### src/rtl/reorder_buffer_if.sv
// Bundle of the reorder buffer's dispatch, CDB, commit and operand-lookup
// signals.
//   master : the surrounding pipeline, which drives the requests.
//   slave  : the reorder buffer, which drives the status and data.
// Dispatch : WE, inst_opcode, inst_dest, inst_predict -> alloc_addr, full
// CDB      : cdb_valid, cdb_tag, cdb_value
// Commit   : RE -> valid_out, opcode_out, dest_out, value_out, predict_out,
//            rob_addr, empty
// Lookup   : rd_tag_a/b -> rd_valid_a/b, rd_value_a/b
// opcode_width and reg_width are the widths of the LC-3b opcode and
// register fields.
interface reorder_buffer_if #(
  parameter int data_width   = 16,
  parameter int tag_width    = 3,
  parameter int opcode_width = 4,
  parameter int reg_width    = 3
);
  logic                    WE;
  logic [opcode_width-1:0] inst_opcode;
  logic [reg_width-1:0]    inst_dest;
  logic                    inst_predict;
  logic [tag_width-1:0]    alloc_addr;
  logic                    full;

  logic                    cdb_valid;
  logic [tag_width-1:0]    cdb_tag;
  logic [data_width-1:0]   cdb_value;

  logic                    RE;
  logic                    valid_out;
  logic [opcode_width-1:0] opcode_out;
  logic [reg_width-1:0]    dest_out;
  logic [data_width-1:0]   value_out;
  logic                    predict_out;
  logic [tag_width-1:0]    rob_addr;
  logic                    empty;

  logic [tag_width-1:0]    rd_tag_a;
  logic [tag_width-1:0]    rd_tag_b;
  logic                    rd_valid_a;
  logic                    rd_valid_b;
  logic [data_width-1:0]   rd_value_a;
  logic [data_width-1:0]   rd_value_b;

  modport master (
    output WE, inst_opcode, inst_dest, inst_predict,
    output cdb_valid, cdb_tag, cdb_value,
    output RE, rd_tag_a, rd_tag_b,
    input  alloc_addr, full, valid_out, opcode_out, dest_out, value_out,
    input  predict_out, rob_addr, empty,
    input  rd_valid_a, rd_valid_b, rd_value_a, rd_value_b
  );

  modport slave (
    input  WE, inst_opcode, inst_dest, inst_predict,
    input  cdb_valid, cdb_tag, cdb_value,
    input  RE, rd_tag_a, rd_tag_b,
    output alloc_addr, full, valid_out, opcode_out, dest_out, value_out,
    output predict_out, rob_addr, empty,
    output rd_valid_a, rd_valid_b, rd_value_a, rd_value_b
  );
endinterface

### src/rtl/reorder_buffer.sv
// Circular reorder buffer. Dispatch allocates entries at the tail in
// program order. The CDB fills results by tag. Commit retires the head
// entry once its result is ready. Two lookup ports serve renaming, and
// each lookup port forwards the CDB value broadcast in the same cycle.
// Ports:
//   clk   : clock; all state changes on the rising edge.
//   clr   : synchronous active-high reset. It clears all state, including
//           the data fields.
//   flush : mispredict flush. It empties the buffer and overrides all other
//           requests in that cycle. The data fields are kept.
//   bus   : dispatch, CDB, commit and lookup signals (see reorder_buffer_if).
module reorder_buffer #(
  parameter int data_width   = 16,
  parameter int tag_width    = 3,
  parameter int opcode_width = 4,
  parameter int reg_width    = 3
) (
  input  logic            clk,
  input  logic            clr,
  input  logic            flush,
  reorder_buffer_if.slave bus
);
  localparam int depth = 1 << tag_width;

  logic [tag_width-1:0]    head_reg;
  logic [tag_width-1:0]    tail_reg;
  logic [tag_width:0]      count_reg;
  logic [depth-1:0]        alloc_reg;
  logic [depth-1:0]        ready_reg;
  logic [depth-1:0]        predict_reg;
  logic [opcode_width-1:0] opcode_reg [depth];
  logic [reg_width-1:0]    dest_reg   [depth];
  logic [data_width-1:0]   value_reg  [depth];

  logic             full;
  logic             empty;
  logic             head_valid;
  logic             do_alloc;
  logic             do_retire;
  logic [depth-1:0] alloc_hit;
  logic [depth-1:0] cdb_hit;
  logic [depth-1:0] retire_hit;

  // Every decision below uses the state before the clock edge. Because of
  // that, a retire in the same cycle cannot free a slot for a WE that
  // arrives while the buffer is full.
  assign full       = (count_reg == (tag_width + 1)'(depth));
  assign empty      = (count_reg == '0);
  assign head_valid = !empty && ready_reg[head_reg];
  assign do_alloc   = bus.WE && !full;
  assign do_retire  = bus.RE && head_valid;

  genvar gi;
  generate
    for (gi = 0; gi < depth; gi++) begin : g_hit
      assign alloc_hit[gi]  = do_alloc && (tail_reg == tag_width'(gi));
      // A broadcast to an unallocated entry is dropped. So is a broadcast
      // to the entry that is being allocated in this cycle.
      assign cdb_hit[gi]    = bus.cdb_valid && alloc_reg[gi] && !alloc_hit[gi]
                              && (bus.cdb_tag == tag_width'(gi));
      assign retire_hit[gi] = do_retire && (head_reg == tag_width'(gi));
    end
  endgenerate

  always_ff @(posedge clk) begin
    if (clr || flush) begin
      head_reg  <= '0;
      tail_reg  <= '0;
      count_reg <= '0;
    end else begin
      if (do_alloc)  tail_reg <= tail_reg + tag_width'(1);
      if (do_retire) head_reg <= head_reg + tag_width'(1);
      if (do_alloc && !do_retire)
        count_reg <= count_reg + (tag_width + 1)'(1);
      else if (!do_alloc && do_retire)
        count_reg <= count_reg - (tag_width + 1)'(1);
    end
  end

  // An entry is never allocated and retired in the same cycle. Allocating
  // the head entry needs an empty buffer, and retiring needs a non-empty
  // one. If a retire and a CDB write hit the same entry, the retire wins,
  // because the slot is being freed.
  always_ff @(posedge clk) begin
    for (int i = 0; i < depth; i++) begin
      if (clr) begin
        alloc_reg[i]   <= 1'b0;
        ready_reg[i]   <= 1'b0;
        predict_reg[i] <= 1'b0;
        opcode_reg[i]  <= '0;
        dest_reg[i]    <= '0;
        value_reg[i]   <= '0;
      end else if (flush) begin
        alloc_reg[i] <= 1'b0;
        ready_reg[i] <= 1'b0;
      end else if (alloc_hit[i]) begin
        alloc_reg[i]   <= 1'b1;
        ready_reg[i]   <= 1'b0;
        predict_reg[i] <= bus.inst_predict;
        opcode_reg[i]  <= bus.inst_opcode;
        dest_reg[i]    <= bus.inst_dest;
        value_reg[i]   <= '0;
      end else if (retire_hit[i]) begin
        alloc_reg[i] <= 1'b0;
        ready_reg[i] <= 1'b0;
      end else if (cdb_hit[i]) begin
        ready_reg[i] <= 1'b1;
        value_reg[i] <= bus.cdb_value;
      end
    end
  end

  assign bus.alloc_addr  = tail_reg;
  assign bus.full        = full;
  assign bus.empty       = empty;
  assign bus.rob_addr    = head_reg;
  assign bus.valid_out   = head_valid;
  assign bus.opcode_out  = opcode_reg[head_reg];
  assign bus.dest_out    = dest_reg[head_reg];
  assign bus.value_out   = value_reg[head_reg];
  assign bus.predict_out = predict_reg[head_reg];

  // The lookup ports forward the live CDB value. A dispatching instruction
  // can then capture a result that is broadcast in the same cycle.
  logic bypass_a;
  logic bypass_b;

  assign bypass_a       = bus.cdb_valid && (bus.cdb_tag == bus.rd_tag_a);
  assign bypass_b       = bus.cdb_valid && (bus.cdb_tag == bus.rd_tag_b);
  assign bus.rd_valid_a = alloc_reg[bus.rd_tag_a] && (ready_reg[bus.rd_tag_a] || bypass_a);
  assign bus.rd_valid_b = alloc_reg[bus.rd_tag_b] && (ready_reg[bus.rd_tag_b] || bypass_b);
  assign bus.rd_value_a = bypass_a ? bus.cdb_value : value_reg[bus.rd_tag_a];
  assign bus.rd_value_b = bypass_b ? bus.cdb_value : value_reg[bus.rd_tag_b];
endmodule

### src/flat_wrapper.sv
// flat-port wrapper written by rule: the top's interface ports become plain ports
module reorder_buffer_flat 
#(
  parameter int data_width   = 16,
  parameter int tag_width    = 3,
  parameter int opcode_width = 4,
  parameter int reg_width    = 3
)
  (clk, clr, flush, bus_WE, bus_inst_opcode, bus_inst_dest, bus_inst_predict, bus_cdb_valid, bus_cdb_tag, bus_cdb_value, bus_RE, bus_rd_tag_a, bus_rd_tag_b, bus_alloc_addr, bus_full, bus_valid_out, bus_opcode_out, bus_dest_out, bus_value_out, bus_predict_out, bus_rob_addr, bus_empty, bus_rd_valid_a, bus_rd_valid_b, bus_rd_value_a, bus_rd_value_b);
  reorder_buffer_if #(.data_width(data_width), .tag_width(tag_width), .opcode_width(opcode_width), .reg_width(reg_width)) bus_i ();
  input  logic clk;
  input  logic clr;
  input  logic flush;
  input wire logic [$bits(bus_i.WE)-1:0] bus_WE;
  input wire logic [$bits(bus_i.inst_opcode)-1:0] bus_inst_opcode;
  input wire logic [$bits(bus_i.inst_dest)-1:0] bus_inst_dest;
  input wire logic [$bits(bus_i.inst_predict)-1:0] bus_inst_predict;
  input wire logic [$bits(bus_i.cdb_valid)-1:0] bus_cdb_valid;
  input wire logic [$bits(bus_i.cdb_tag)-1:0] bus_cdb_tag;
  input wire logic [$bits(bus_i.cdb_value)-1:0] bus_cdb_value;
  input wire logic [$bits(bus_i.RE)-1:0] bus_RE;
  input wire logic [$bits(bus_i.rd_tag_a)-1:0] bus_rd_tag_a;
  input wire logic [$bits(bus_i.rd_tag_b)-1:0] bus_rd_tag_b;
  output wire logic [$bits(bus_i.alloc_addr)-1:0] bus_alloc_addr;
  output wire logic [$bits(bus_i.full)-1:0] bus_full;
  output wire logic [$bits(bus_i.valid_out)-1:0] bus_valid_out;
  output wire logic [$bits(bus_i.opcode_out)-1:0] bus_opcode_out;
  output wire logic [$bits(bus_i.dest_out)-1:0] bus_dest_out;
  output wire logic [$bits(bus_i.value_out)-1:0] bus_value_out;
  output wire logic [$bits(bus_i.predict_out)-1:0] bus_predict_out;
  output wire logic [$bits(bus_i.rob_addr)-1:0] bus_rob_addr;
  output wire logic [$bits(bus_i.empty)-1:0] bus_empty;
  output wire logic [$bits(bus_i.rd_valid_a)-1:0] bus_rd_valid_a;
  output wire logic [$bits(bus_i.rd_valid_b)-1:0] bus_rd_valid_b;
  output wire logic [$bits(bus_i.rd_value_a)-1:0] bus_rd_value_a;
  output wire logic [$bits(bus_i.rd_value_b)-1:0] bus_rd_value_b;
  assign bus_i.WE = bus_WE;
  assign bus_i.inst_opcode = bus_inst_opcode;
  assign bus_i.inst_dest = bus_inst_dest;
  assign bus_i.inst_predict = bus_inst_predict;
  assign bus_i.cdb_valid = bus_cdb_valid;
  assign bus_i.cdb_tag = bus_cdb_tag;
  assign bus_i.cdb_value = bus_cdb_value;
  assign bus_i.RE = bus_RE;
  assign bus_i.rd_tag_a = bus_rd_tag_a;
  assign bus_i.rd_tag_b = bus_rd_tag_b;
  assign bus_alloc_addr = bus_i.alloc_addr;
  assign bus_full = bus_i.full;
  assign bus_valid_out = bus_i.valid_out;
  assign bus_opcode_out = bus_i.opcode_out;
  assign bus_dest_out = bus_i.dest_out;
  assign bus_value_out = bus_i.value_out;
  assign bus_predict_out = bus_i.predict_out;
  assign bus_rob_addr = bus_i.rob_addr;
  assign bus_empty = bus_i.empty;
  assign bus_rd_valid_a = bus_i.rd_valid_a;
  assign bus_rd_valid_b = bus_i.rd_valid_b;
  assign bus_rd_value_a = bus_i.rd_value_a;
  assign bus_rd_value_b = bus_i.rd_value_b;
  reorder_buffer #(.data_width(data_width), .tag_width(tag_width), .opcode_width(opcode_width), .reg_width(reg_width)) u_core (.clk(clk), .clr(clr), .flush(flush), .bus(bus_i));
endmodule
### config.mk
export PLATFORM = sky130hd
export DESIGN_NAME = reorder_buffer_flat
export DESIGN_NICKNAME = d
export VERILOG_FILES = /design/src/rtl/reorder_buffer_if.sv /design/src/rtl/reorder_buffer.sv /design/src/flat_wrapper.sv
export SDC_FILE = /design/constraint.sdc
export NUM_CORES = 1
export LEC_CHECK = 0
export CAP_MARGIN = 20
export CORE_MARGIN = 10
export CORE_UTILIZATION = 39
export DETAILED_ROUTE_END_ITERATION = 10
export PLACE_DENSITY = 0.72
export SYNTH_ARGS = -nofsm -noshare
export SYNTH_HDL_FRONTEND = slang
export SYNTH_SLANG_ARGS = --single-unit
### constraint.sdc
create_clock -name clk -period 3.1 [get_ports clk]
set_input_delay 0.465 -clock clk [delete_from_list [all_inputs] [get_ports clk]]
set_output_delay 0.465 -clock clk [all_outputs]
set_load 0.05 [all_outputs]
==> flow_summary.toml <==
[global_route]
grt_pass1_vias = 8698
grt_util_all_layers_pct = 17.2
overflow = 0
antenna_found_initial = 1
grt_pass1_wl_um = 51700
grt_max_degree = 33

[sta]
period_minus_slack_ns = 2.99
rsz0062_at_grt = "yes"
slew_headroom_pct = 56.4
fmax_mhz = 334
worst_pin_slew_ns = 0.652
final-setup-viol-count = 0
hold_viol = 0
period_share_pct = 96.6
finClkSkew_ns = 0.0104
fin_ws_ns = 0.106
maxSlewViolCount = 0

[synth]
yosysUniqueCellTypes = 49
synth_edf_count = 184
yosysWarnings = 0
syn_area_mm2 = 0.0126
synth_seq_cells = 221
synthXorXnorAreaFrac_pct = 0.767
synth_mux_area_share_pct = 25.2
syn_avg_cell_area_um2 = 13.5
yosys.area_share.adder_pct = 1.65
synthFlopType = "edfxtp_1"
async_reset_ff_share_pct = 0
synthSimpleGateAreaFrac_pct = 13.9
syn_inst = 927
syn_nets = 982
synth_top_family_by_area = "multiplexers"
ys_seq_area_share_pct = 49.9
synth_compound_area_share_pct = 5.64

[critical_path]
cp.required_ns = 2.63
endpoint = "bus_rd_valid_a"
critical_path.startpoint_type = "input port"
path_class = "input port to output pin"
crit_path_end_kind = "output pin"
ff2ff_path_depth = 12
rr_startpoint = "u_core.bus.rob_addr[1]"
rr_endpoint = "u_core.count_reg[3]"
cp_data_arrival_time_ns = 2.53
startpoint = "bus_cdb_tag[2]"
cp_max_fo = 3
r2r_slack_ns = 0.22

[detailed_routing]
routedWlPerCell_um = 23.3
num_vias = 8512
drt-pass1-iter-count = 5
drtIter0Drc = 868
drc = 0
wl_um = 34200
drtAntennaViolNets = 0
viasPerCell = 5.79

[place]
dp_hpwl_um = 23300
gp_congestion = 0.910
portBuffers = 105
dp_worst_setup_slack_ns = 0.111
placed_cell_area_mm2 = 0.0146

[pwr]
p_leak_nw = 5.66
ir_drop_v = 0.000304
power.density_mw_per_mm2 = 483

[floorplan]
rows = 65
dieArea_mm2 = 0.0398
die_x_um = 199
core_mm2 = 0.0316
start_util_pct = 39.7
num_io_pins = 106
die_h_um = 199

[clock_tree]
cts_buffer_depth = 3
h-tree-depth = 1
clk_latency_ns = 0.52
cts_buffers = 24
hold_buffers = 0
clk_pin_slew_worst_paths_ns = 0.06
cts_tree = "built"
cts.sinks = 221
cts_root_buffer = "clkbuf_16"

[min_path]
hold_class = "flop to flop"

[cells_and_area]
syn_to_final_growth_pct = 23.0
layout-drive-gt1-share_pct = 28.9
layout.nets = 1102
largest_reg_flops = 128
utilization_pct = 48.8
design_area_mm2 = 0.0154

[outcome]
status = "finished, final reports clean"

[flow_run]
cap_violations = 0
## metrics by stage
stage	std cells	hold WS (ns)	power [mW]	TNS [ns]
after floorplan	927	0.444	4.13	0
after global placement	1423	0.464	4.71	0
after detailed placement	1423	0.470	4.73	0
after CTS	1467	0.488	7.50	0
after global routing	1468	0.505	7.69	-0.00448
final	1469	0.483	7.46	0
## critical path, stage by stage
cell and delay, ns:
clkdlybuf4s50_1 0.63, xnor2_1 0.18, nand4_1 0.17, a211o_1 0.33
a31o_2 0.23, o22ai_1 0.20, buf_4 0.18, buf_12 0.13
## repair_timing
item | 4_1_cts | 5_1_grt
resized for setup | 1 | 3
buffers inserted | 0 | 0
endpoints found under the setup margin | 1 | 2
## cell families after synthesis
family | Yosys count
simple gates | 313
flops | 221
mux | 171
compound gates | 105
buf+inv | 90
fa+ha+maj | 16
xor+xnor | 11
## layout make-up
| class | count | area [µm²] |
|---|---|---|
| repair buffers | 158 | 1820 |
| clock buffers | 37 | 711 |
| fillers | 2648 | 16200 |
| diodes | 2 | 5.00 |
| multi-input cells | 616 | 5960 |
| well taps | 402 | 503 |
| clock inverters | 7 | 68.8 |
| flip-flops and latches | 221 | 6280 |
| inverters | 26 | 97.6 |
## placed cells by master (no fill, tap or decap), types with 3 or more instances in the layout
cell,count
inv_1,26
nand3_1,8
nand4_1,8
buf_12,43
xnor2_1,10
clkbuf_16,25
buf_4,67
buf_2,4
a22o_1,5
mux2_2,23
nand2_1,48
clkbuf_8,4
clkdlybuf4s50_1,43
mux2i_1,33
a21o_1,8
nand2b_1,4
clkbuf_1,8
o21ai_0,33
o211ai_1,4
o21bai_1,3
dfxtp_1,33
a31o_2,3
and2_1,185
edfxtp_1,184
and4_1,3
mux4_2,114
and3_1,3
o311a_1,3
or2_2,4
nor2_1,40
a2bb2o_1,3
o31ai_1,3
nor2b_1,4
o21ai_2,5
ha_1,15
a21oi_1,19
a41oi_1,6
## Yosys cell counts, types with 4 or more instances
master    count  share of area, %
a21o_1        8              0.48
a21oi_1      19              0.76
a22o_1        5              0.35
a41oi_1       6              0.42
and2_1      185               9.2
buf_1         5              0.15
buf_2        13              0.52
clkbuf_1     43               1.3
dfxtp_1      37               5.9
edfxtp_1    184                44
ha_1         15               1.5
inv_1        26              0.78
mux2_2       23               2.1
mux2i_1      34               2.7
mux4_2      114                20
nand2_1      48               1.4
nand2b_1      4              0.20
nand3_1       8              0.32
nand4_1       8              0.40
nor2_1       40               1.2
nor2b_1       4              0.20
o211ai_1      4              0.24
o21ai_0      38               1.5
or2_2         4              0.20
xnor2_1      10              0.70
## worst min-delay path by stage
| stage | startpoint | endpoint | slack [ns] | depth (start not counted) |
|---|---|---|---|---|
| final | u_core.predict_reg[2] | u_core.predict_reg[2] | 0.48 | 1 |
| after global routing | u_core.predict_reg[2] | u_core.predict_reg[2] | 0.51 | 1 |
| after CTS | u_core.alloc_reg[5] | u_core.alloc_reg[5] | 0.49 | 1 |
| after detailed placement | u_core.predict_reg[2] | u_core.predict_reg[2] | 0.47 | 1 |
| after global placement | u_core.predict_reg[2] | u_core.predict_reg[2] | 0.46 | 1 |
| after floorplan | u_core.predict_reg[2] | u_core.predict_reg[2] | 0.44 | 1 |
## report_power, final
part | internal, mW | switching, mW | total [mW]
Combinational | 0.568 | 0.719 | 1.29
Clock | 1.66 | 1.14 | 2.80
Sequential | 3.31 | 0.0626 | 3.37
## metal layers
| metal | up-vias | track usage [%] | share of wire, % |
|---|---|---|---|
| li1 | 3771 | - | - |
| met1 | 4272 | 21.7 | 39 |
| met2 | 407 | 29.1 | 50 |
| met3 | 62 | 2.94 | 8.7 |
| met4 | 0 | 6.09 | 2.4 |
| met5 | - | 0 | 0 |
Power figures use the tool's default switching activity.
